File: src/rtl/pws_pkg.sv
// Shared types and helpers for the pulse-width statistics block.
package pws_pkg;

    typedef enum logic {
        EMPTY = 1'b0,
        ACCUM = 1'b1
    } acc_state_e;

    localparam int MAX_WINDOW_LOG2 = 8;

    // A window sum needs WINDOW_LOG2 guard bits above the sample width.
    function automatic int sum_width(input int width, input int window_log2);
        return width + window_log2;
    endfunction

endpackage

File: src/rtl/pws_if.sv
// Measurement input and statistics report handshake of pulse_width_stats.
interface pws_if
    import pws_pkg::*;
#(
    parameter int WIDTH       = 32,
    parameter int WINDOW_LOG2 = 3
) ();

    logic [WIDTH-1:0]                           pulse_width;
    logic                                       pulse_done;
    logic                                       rpt_valid;
    logic                                       rpt_ready;
    logic [WIDTH-1:0]                           rpt_min;
    logic [WIDTH-1:0]                           rpt_max;
    logic [sum_width(WIDTH, WINDOW_LOG2)-1:0]   rpt_sum;
    logic [WIDTH-1:0]                           rpt_avg;
    logic [WINDOW_LOG2:0]                       rpt_oor;

    // Environment side: detector plus telemetry consumer.
    modport master (
        output pulse_width, pulse_done, rpt_ready,
        input  rpt_valid, rpt_min, rpt_max, rpt_sum, rpt_avg, rpt_oor
    );

    // Statistics block side.
    modport slave (
        input  pulse_width, pulse_done, rpt_ready,
        output rpt_valid, rpt_min, rpt_max, rpt_sum, rpt_avg, rpt_oor
    );

endinterface

File: src/rtl/pws_report_slot.sv
// Single-entry report register with valid/ready handshake and sticky overrun.
module pws_report_slot #(
    parameter type payload_t = logic
) (
    input  logic     clk,
    input  logic     reset_n,
    input  logic     clear,
    input  logic     load,
    input  payload_t load_data,
    input  logic     ready,
    output logic     valid,
    output payload_t data,
    output logic     overrun
);

    logic     valid_q, valid_d;
    logic     overrun_q, overrun_d;
    payload_t data_q, data_d;

    always_comb begin
        valid_d   = valid_q;
        data_d    = data_q;
        overrun_d = overrun_q;
        if (clear) begin
            valid_d   = 1'b0;
            data_d    = '0;
            overrun_d = 1'b0;
        end else if (load) begin
            // A load alongside a transfer replaces the report cleanly.
            data_d  = load_data;
            valid_d = 1'b1;
            if (valid_q && !ready) begin
                overrun_d = 1'b1;
            end
        end else if (valid_q && ready) begin
            valid_d = 1'b0;
        end
    end

    // NOTE: the payload register is reset too, so no stale report is visible after reset.
    always_ff @(posedge clk or negedge reset_n) begin
        if (!reset_n) begin
            valid_q   <= 1'b0;
            data_q    <= '0;
            overrun_q <= 1'b0;
        end else begin
            valid_q   <= valid_d;
            data_q    <= data_d;
            overrun_q <= overrun_d;
        end
    end

    assign valid   = valid_q;
    assign data    = data_q;
    assign overrun = overrun_q;

endmodule

File: src/rtl/pulse_width_stats.sv
// Accumulates min/max/sum/out-of-range count over a window of pulse widths
// and hands one report per window to the telemetry layer.
module pulse_width_stats
    import pws_pkg::*;
#(
    parameter int               WIDTH       = 32,
    parameter int               WINDOW_LOG2 = 3,
    parameter logic [WIDTH-1:0] LIMIT_LO    = '0,
    parameter logic [WIDTH-1:0] LIMIT_HI    = '1
) (
    input  logic                 clk,
    input  logic                 reset_n,
    input  logic                 clear,
    input  logic                 enable,
    pws_if.slave                 bus,
    output logic                 overrun,
    output logic [WINDOW_LOG2:0] fill
);

    localparam int SW     = sum_width(WIDTH, WINDOW_LOG2);
    localparam int FW     = WINDOW_LOG2 + 1;
    localparam int WINDOW = 1 << WINDOW_LOG2;

    typedef struct packed {
        logic [WIDTH-1:0] min;
        logic [WIDTH-1:0] max;
        logic [SW-1:0]    sum;
        logic [WIDTH-1:0] avg;
        logic [FW-1:0]    oor;
    } report_t;

    acc_state_e       state_q, state_d;
    logic [WIDTH-1:0] acc_min_q, acc_min_d;
    logic [WIDTH-1:0] acc_max_q, acc_max_d;
    logic [SW-1:0]    acc_sum_q, acc_sum_d;
    logic [FW-1:0]    acc_oor_q, acc_oor_d;
    logic [FW-1:0]    fill_q, fill_d;

    logic             sample, closing, lo_viol, hi_viol;
    logic [WIDTH-1:0] x, upd_min, upd_max;
    logic [SW-1:0]    upd_sum;
    logic [FW-1:0]    upd_oor, upd_fill;
    report_t          snap, rpt;

    assign x = bus.pulse_width;

    // Limits at the ends of the range can never be violated; skip the compare.
    if (LIMIT_LO == '0) begin : g_no_lo
        assign lo_viol = 1'b0;
    end else begin : g_lo
        assign lo_viol = x < LIMIT_LO;
    end
    if (LIMIT_HI == '1) begin : g_no_hi
        assign hi_viol = 1'b0;
    end else begin : g_hi
        assign hi_viol = x > LIMIT_HI;
    end

    // NOTE: every always_comb output gets a default first so no latch is inferred.
    always_comb begin
        sample = bus.pulse_done & enable;
        if (state_q == EMPTY) begin
            upd_min  = x;
            upd_max  = x;
            upd_sum  = SW'(x);
            upd_oor  = FW'(lo_viol | hi_viol);
            upd_fill = FW'(1);
        end else begin
            upd_min  = (x < acc_min_q) ? x : acc_min_q;
            upd_max  = (x > acc_max_q) ? x : acc_max_q;
            upd_sum  = acc_sum_q + SW'(x);
            upd_oor  = acc_oor_q + FW'(lo_viol | hi_viol);
            upd_fill = fill_q + FW'(1);
        end
        closing = sample && (upd_fill == FW'(WINDOW));

        snap.min = upd_min;
        snap.max = upd_max;
        snap.sum = upd_sum;
        snap.avg = upd_sum[SW-1:WINDOW_LOG2];
        snap.oor = upd_oor;

        state_d   = state_q;
        acc_min_d = acc_min_q;
        acc_max_d = acc_max_q;
        acc_sum_d = acc_sum_q;
        acc_oor_d = acc_oor_q;
        fill_d    = fill_q;
        if (clear || closing) begin
            state_d   = EMPTY;
            acc_min_d = '0;
            acc_max_d = '0;
            acc_sum_d = '0;
            acc_oor_d = '0;
            fill_d    = '0;
        end else if (sample) begin
            state_d   = ACCUM;
            acc_min_d = upd_min;
            acc_max_d = upd_max;
            acc_sum_d = upd_sum;
            acc_oor_d = upd_oor;
            fill_d    = upd_fill;
        end
    end

    // NOTE: state registers use non-blocking assignments so all flops update together.
    always_ff @(posedge clk or negedge reset_n) begin
        if (!reset_n) begin
            state_q   <= EMPTY;
            acc_min_q <= '0;
            acc_max_q <= '0;
            acc_sum_q <= '0;
            acc_oor_q <= '0;
            fill_q    <= '0;
        end else begin
            state_q   <= state_d;
            acc_min_q <= acc_min_d;
            acc_max_q <= acc_max_d;
            acc_sum_q <= acc_sum_d;
            acc_oor_q <= acc_oor_d;
            fill_q    <= fill_d;
        end
    end

    pws_report_slot #(
        .payload_t (report_t)
    ) u_slot (
        .clk       (clk),
        .reset_n   (reset_n),
        .clear     (clear),
        .load      (closing),
        .load_data (snap),
        .ready     (bus.rpt_ready),
        .valid     (bus.rpt_valid),
        .data      (rpt),
        .overrun   (overrun)
    );

    assign bus.rpt_min = rpt.min;
    assign bus.rpt_max = rpt.max;
    assign bus.rpt_sum = rpt.sum;
    assign bus.rpt_avg = rpt.avg;
    assign bus.rpt_oor = rpt.oor;
    assign fill        = fill_q;

endmodule
File: src/flat_wrapper.sv
// flat-port wrapper written by rule: the top's interface ports become plain ports
module pulse_width_stats_flat import pws_pkg::*;
#(
    parameter int               WIDTH       = 32,
    parameter int               WINDOW_LOG2 = 3,
    parameter logic [WIDTH-1:0] LIMIT_LO    = '0,
    parameter logic [WIDTH-1:0] LIMIT_HI    = '1
)
  (clk, reset_n, clear, enable, overrun, fill, bus_pulse_width, bus_pulse_done, bus_rpt_ready, bus_rpt_valid, bus_rpt_min, bus_rpt_max, bus_rpt_sum, bus_rpt_avg, bus_rpt_oor);
  pws_if #(.WIDTH(WIDTH), .WINDOW_LOG2(WINDOW_LOG2)) bus_i ();
  input  logic clk;
  input  logic reset_n;
  input  logic clear;
  input  logic enable;
  output logic overrun;
  output logic [WINDOW_LOG2:0] fill;
  input wire logic [$bits(bus_i.pulse_width)-1:0] bus_pulse_width;
  input wire logic [$bits(bus_i.pulse_done)-1:0] bus_pulse_done;
  input wire logic [$bits(bus_i.rpt_ready)-1:0] bus_rpt_ready;
  output wire logic [$bits(bus_i.rpt_valid)-1:0] bus_rpt_valid;
  output wire logic [$bits(bus_i.rpt_min)-1:0] bus_rpt_min;
  output wire logic [$bits(bus_i.rpt_max)-1:0] bus_rpt_max;
  output wire logic [$bits(bus_i.rpt_sum)-1:0] bus_rpt_sum;
  output wire logic [$bits(bus_i.rpt_avg)-1:0] bus_rpt_avg;
  output wire logic [$bits(bus_i.rpt_oor)-1:0] bus_rpt_oor;
  assign bus_i.pulse_width = bus_pulse_width;
  assign bus_i.pulse_done = bus_pulse_done;
  assign bus_i.rpt_ready = bus_rpt_ready;
  assign bus_rpt_valid = bus_i.rpt_valid;
  assign bus_rpt_min = bus_i.rpt_min;
  assign bus_rpt_max = bus_i.rpt_max;
  assign bus_rpt_sum = bus_i.rpt_sum;
  assign bus_rpt_avg = bus_i.rpt_avg;
  assign bus_rpt_oor = bus_i.rpt_oor;
  pulse_width_stats #(.WIDTH(WIDTH), .WINDOW_LOG2(WINDOW_LOG2), .LIMIT_LO(LIMIT_LO), .LIMIT_HI(LIMIT_HI)) u_core (.clk(clk), .reset_n(reset_n), .clear(clear), .enable(enable), .bus(bus_i), .overrun(overrun), .fill(fill));
endmodule
File: config.mk
export PLATFORM = sky130hd
export DESIGN_NAME = pulse_width_stats_flat
export DESIGN_NICKNAME = d
export VERILOG_FILES = /design/src/rtl/pws_pkg.sv /design/src/rtl/pws_if.sv /design/src/rtl/pws_report_slot.sv /design/src/rtl/pulse_width_stats.sv /design/src/flat_wrapper.sv
export SDC_FILE = /design/constraint.sdc
export NUM_CORES = 1
export LEC_CHECK = 0
export BUFFER_PORTS_ARGS = -buffer_cell sky130_fd_sc_hd__buf_4
export CAP_MARGIN = 30
export CORE_UTILIZATION = 50
export DETAILED_ROUTE_END_ITERATION = 10
export GPL_ROUTABILITY_DRIVEN = 0
export PLACE_DENSITY_LB_ADDON = 0.2
export SLEW_MARGIN = 15
export SYNTH_ARGS = -nofsm -noshare
export SYNTH_HDL_FRONTEND = slang
export SYNTH_SLANG_ARGS = --single-unit
File: constraint.sdc
create_clock -name clk -period 3.5 [get_ports clk]
set_clock_uncertainty 0.15 [all_clocks]
set_input_delay 0.875 -clock clk [delete_from_list [all_inputs] [get_ports clk]]
set_output_delay 0.875 -clock clk [all_outputs]
set_load 0.01 [all_outputs]
# Word-level counts from Yosys, hierarchy flattened
# Cells that the tools add are included.
# classes
n_lt_le_gt_ge	2
n_addsub	2
n_bitwise	1
muxes	27
eq_ne	1
n_reduce_logical	10
# op_table
operator	n
$mux W135	2
$mux W32	8
$mux W35	3
$add A35 B32 Y35	1
$gt A32 B32 Y1	1
$lt A32 B32 Y1	1
$mux W4	6
$mux W1	8
$reduce_bool A2 Y1	3
$add A4 B1 Y4 const B	1
$eq A4 B4 Y1 const B	1
$logic_and A1 B1 Y1	3
$reduce_bool A3 Y1	1
$reduce_and A2 Y1	1
$and A1 B1 Y1	1
$logic_not A1 Y1	1
$logic_or A1 B1 Y1	1
# totals
ff_bits	245
word_cells	56
out_inout_bits	141

# Depth between registers and ports, before layout
# depth
ltp_word	6
ltp_mapped	13

# Cells and area by module
# From an unflattened synthesis, not the netlist that was laid out.
# hier_totals
cells_unflattened	1456
hier_area_um2	14381.3
# modules_own_cells
mod	n_inst	seq_area_each_um2	cells_each	area_each_um2
pulse_width_stats	1	2702.6	1014	8861.0
pws_report_slot	1	3428.3	442	5520.3

# Worst setup path after synthesis
# No wires, ideal clock.
# synth_path
path_kind	input to register
from	input port bus_pulse_width[0]
to	register u_core.u_slot.data_q (netlist bit u_core.u_slot.data[70])
n_path_buf	0
stages	10
t_required_ns	3.256
slack_ns	0.060
t_arrival_ns	3.196
cell_sequence	ha_1 > fa_1 > a21o_1 > a221o_1 > a211oi_2 > o311ai_2 > a211oi_1 > nor3_2 > xnor2_1 > a211oi_1
# synth_via
elab_chain_len	4
# synth_lines
element	line_no	rtl
from (decl)	flat_wrapper.sv:17	input wire logic [$bits(bus_i.pulse_width)-1:0] bus_pulse_width;
$add A35 B32 Y35	pulse_width_stats.sv:71	upd_sum = acc_sum_q + SW'(x);
$mux W35	pulse_width_stats.sv:62	if (state_q == EMPTY) begin
$mux W135	pws_report_slot.sv:28	end else if (load) begin
$mux W135	pws_report_slot.sv:24	if (clear) begin
to (signal assigned)	pws_report_slot.sv:48	data_q <= data_d;
to (decl)	pws_report_slot.sv:18	payload_t data_q, data_d;
# No other way between the ends. The select of a mux whose other input is x is not followed.
# A chain may end at the register's enable or synchronous reset.

# Final worst setup path
# Same ends and word-level chain as after synthesis.

==> summary.md <==
| Metric | Value |
|---|---|
| Wire length of the first global-routing pass | `62900 um` |
| Post-synth top area share | `approximately 40%` |
| Avg Synthesized Cell Area | `9.31 um2` |
| Final Slew Violations | `0` |
| Count of endpoints failing setup in the final report | `0` |
| Setup crit start kind | `input port` |
| Cell area after technology mapping | `0.0133 mm2` |
| Via count | `12100` |
| Worst slack on hold paths | `0.190 ns` |
| Worst setup endpoint | `u_core.u_slot.data[70]` |
| Detailed Routing Iterations Pass 1 | `5` |
| Worst Tran Pin Value | `0.787 ns` |
| Cell with the most instances after synthesis | `sky130_fd_sc_hd__dfrtp_1` |
| Standard-cell rows | `59` |
| CTS tree | `built` |
| Die Footprint | `0.0273 mm2` |
| Max-slew headroom | `47.3%` |
| Average detailed-routed wire length per instance | `20.3 um` |
| Final cell count without fillers | `1960` |
| Final core area utilization | `62.4%` |
| Top FF cell, synth | `sky130_fd_sc_hd__dfrtp_1` |
| Largest net degree at the start of global routing | `about 170` |
| All-Layer GR Usage | `approximately 29%` |
| Net count of the mapped netlist | `1563` |
| Count of pins on the block boundary | `around 180` |
| Library cell used as clock root buffer | `sky130_fd_sc_hd__clkbuf_16` |
| Summed negative setup slack over all endpoints | `0 ns` |
| Run status | `completed` |
| Final net count | `1743` |
| Leakage | `about 7.5 nW` |
| Post-detailed-route count of antenna-violating nets | `0` |
| Share of the clock period used by the worst path after layout | `roughly nine tenths` |
| Launching instance or port of the critical path | `bus_pulse_width[0]` |
| Number of cell instances on the worst register-to-register path | `10` |
| Die Width | `165 um` |
| Most used standard cells in the synthesized netlist | `sky130_fd_sc_hd__dfrtp_1 (213), sky130_fd_sc_hd__a21oi_1 (144), sky130_fd_sc_hd__o21ai_0 (105)` |
| Clock Pin Slew Worst Setup and Hold Paths | `0.06 ns` |
| Clock tree buffer depth | `3` |
| Port Buf Inserts | `about 180` |
| Req. time, crit path | `between 3 and 4 ns` |
| Post-synthesis cell count | `1428` |
| Layout fillers | `2210` |
| Share of async-settable or async-resettable flops after synthesis | `100%` |
| Distinct cell type count after synthesis | `66` |
| H-tree Lvls | `1` |
| Final HPWL DP | `27500 um` |
| Vias in the first global route | `approximately 12000` |
| Std-Cell Core Area | `0.0261 mm2` |
| Number of resized instances in the post-cts repair step | `0` |
| Path category of the worst min-delay check | `input port to async pin` |
| Largest driver fanout on the critical path | `4` |
| Placed cell count | `1916` |
| Final worst path period need | `3.20 ns` |
| Sequential cell area fraction in the yosys report | `40.1%` |
| Reg-to-reg critical path endpoint | `u_core.u_slot.data[70]` |
| Number of antenna violations at the first check in global routing | `0` |
| Launch instance of the worst register-to-register path | `u_core.acc_sum_q[0]` |
| Fraction of layout cells with a size suffix above 1 | `24.0%` |
| Leftover overflow at the end of global routing | `0` |
| Total power per unit cell area | `395 mW/mm2` |
| Wirelength, routed | `39800 um` |
| Reg2reg setup slack | `roughly 0.40 ns` |
| Category of the worst setup path capture point | `flop` |
| Initial Util | `just over 50%` |
| Type of the setup path with the least slack | `input port to flop` |
| Cell type with the highest aggregate area in the netlist | `sky130_fd_sc_hd__dfrtp_1` |
| Number of max-capacitance violations reported | `0` |
| Source-to-sink clock delay at the later pin of the worst-skew pair | `0.53 ns` |
| Achievable frequency | `about 0.31 GHz` |
| Setup Fix Bufs, Post-CTS | `0` |
| Number of buffers created by CTS | `25` |
| Antenna cells | `0` |
| Layout overhead on the synthesized area | `22.2%` |
| Final count of hold timing violations | `0` |
| Initial DRC count | `949` |
| Clock Sink Count | `~210` |
| Main area contributors after synthesis | `sky130_fd_sc_hd__dfrtp_1 (40%), sky130_fd_sc_hd__ha_1 (9.0%), sky130_fd_sc_hd__a21oi_1 (5.4%)` |
| Largest voltage drop on the vdd net | `between 0.3 and 0.4 mV` |
| Flip-flop and latch count after synthesis | `213` |
| Hold Buf Count CTS | `0` |
| Vias per std cell | `6.17` |
| Setup repair after global routing missed its margin | `false` |
| Number of synthesized flops with an enable pin | `0` |
| Count of yosys warnings during synthesis | `0` |
| Total DRC errors in the routed layout | `0` |
| Data arrival time of the critical path | `3.48 ns` |
| Die Height | `~170 um` |
[cells in the final DEF (no fill, tap or decap), drive strengths merged, types with 32 or more instances in the layout]
cell,netlist,final
buf,69,298
a21o,38,38
nand3,32,32
a211oi,47,47
mux2i,50,50
nand4,58,58
a21oi,144,144
dfrtp,213,213
o31ai,34,34
o21ai,130,130
nand2,81,81
nor2,54,54
inv,75,75
clkbuf,77,32
ha,96,96
a32o,32,32
[power breakdown]
| group | internal, W | switching, W |
|---|---|---|
| Clock | 0.00163 | 0.00108 |
| Sequential | 0.00252 | 0.0000513 |
| Combinational | 0.000458 | 0.000670 |
[critical path, cell delays in order]
cell and delay, ns:
sky130_fd_sc_hd__buf_4 0.12, sky130_fd_sc_hd__ha_1 0.22, sky130_fd_sc_hd__fa_1 0.41, sky130_fd_sc_hd__a21o_1 0.21, sky130_fd_sc_hd__a221o_1 0.36, sky130_fd_sc_hd__a211oi_2 0.25, sky130_fd_sc_hd__o311ai_2 0.19, sky130_fd_sc_hd__a211oi_1 0.37
sky130_fd_sc_hd__nor3_2 0.12, sky130_fd_sc_hd__xnor2_1 0.14, sky130_fd_sc_hd__a211oi_1 0.22
[stage by stage]
stage	setup slack, ns	area, um2	power [W]
after global routing	0.128	16200	0.00665
final	0.303	16200	0.00641
after floorplan	0.0603	13300	0.00324
after detailed placement	-0.248	15400	0.00373
after CTS	0.308	16200	0.00644
after global placement	-0.202	15400	0.00371
[routing by layer]
layer | share of wire [%] | routed length [um] | up-vias | global-route usage [%]
li1 | - | - | 5656 | -
met1 | 44 | 17400 | 5916 | 41.7
met2 | 47 | 18600 | 461 | 47.1
met3 | 6.9 | 2760 | 62 | 3.00
met4 | 2.5 | 976 | 0 | 9.38
met5 | 0 | 0 | - | 0
[worst min-delay path by stage]
stage	from	to	cells after the start
2_1_floorplan	u_core.acc_oor_q[0]	u_core.acc_oor_q[0]	1
5_1_grt	reset_n	u_core.u_slot.data[60]	1
3_3_place_gp	u_core.acc_sum_q[12]	u_core.acc_sum_q[12]	2
3_5_place_dp	u_core.acc_oor_q[3]	u_core.acc_oor_q[3]	1
4_1_cts	reset_n	u_core.u_slot.data[60]	1
6_report	reset_n	u_core.u_slot.data[60]	1
[logic make-up after synthesis]
group	after synthesis	share of synthesized area, %
AOI/OAI and AO/OA	504	24.8
and+or+nand+nor	313	12.5
buffers and inverters	221	7.65
DFF	213	40.1
adders and majority gates	97	9.18
muxes	51	3.85
xor gates and xnor gates	29	1.91
[area by class of cell]
| type | instances | area, um2 | area share [%] |
|---|---|---|---|
| inverters | 75 | 282 | 1.73 |
| clock inverters | 13 | 151 | 0.932 |
| well taps | 335 | 419 | 2.58 |
| flip-flops and latches | 213 | 5330 | 32.8 |
| clock buffers | 31 | 698 | 4.30 |
| repair buffers | 299 | 2390 | 14.7 |
| multi-input cells | 994 | 6980 | 43.0 |
[sequential cells by signal, indices dropped and copies added (netlist names)]
signal                 flops
u_core.fill                4
u_core.u_slot.overrun      1
u_core.state_q             1
u_core.acc_oor_q           4
u_core.u_slot.data       103
u_core.acc_max_q          32
u_core.acc_sum_q          35
u_core.acc_min_q          32
u_core.u_slot.valid        1
No activity file was read; power rests on OpenSTA's default activity.
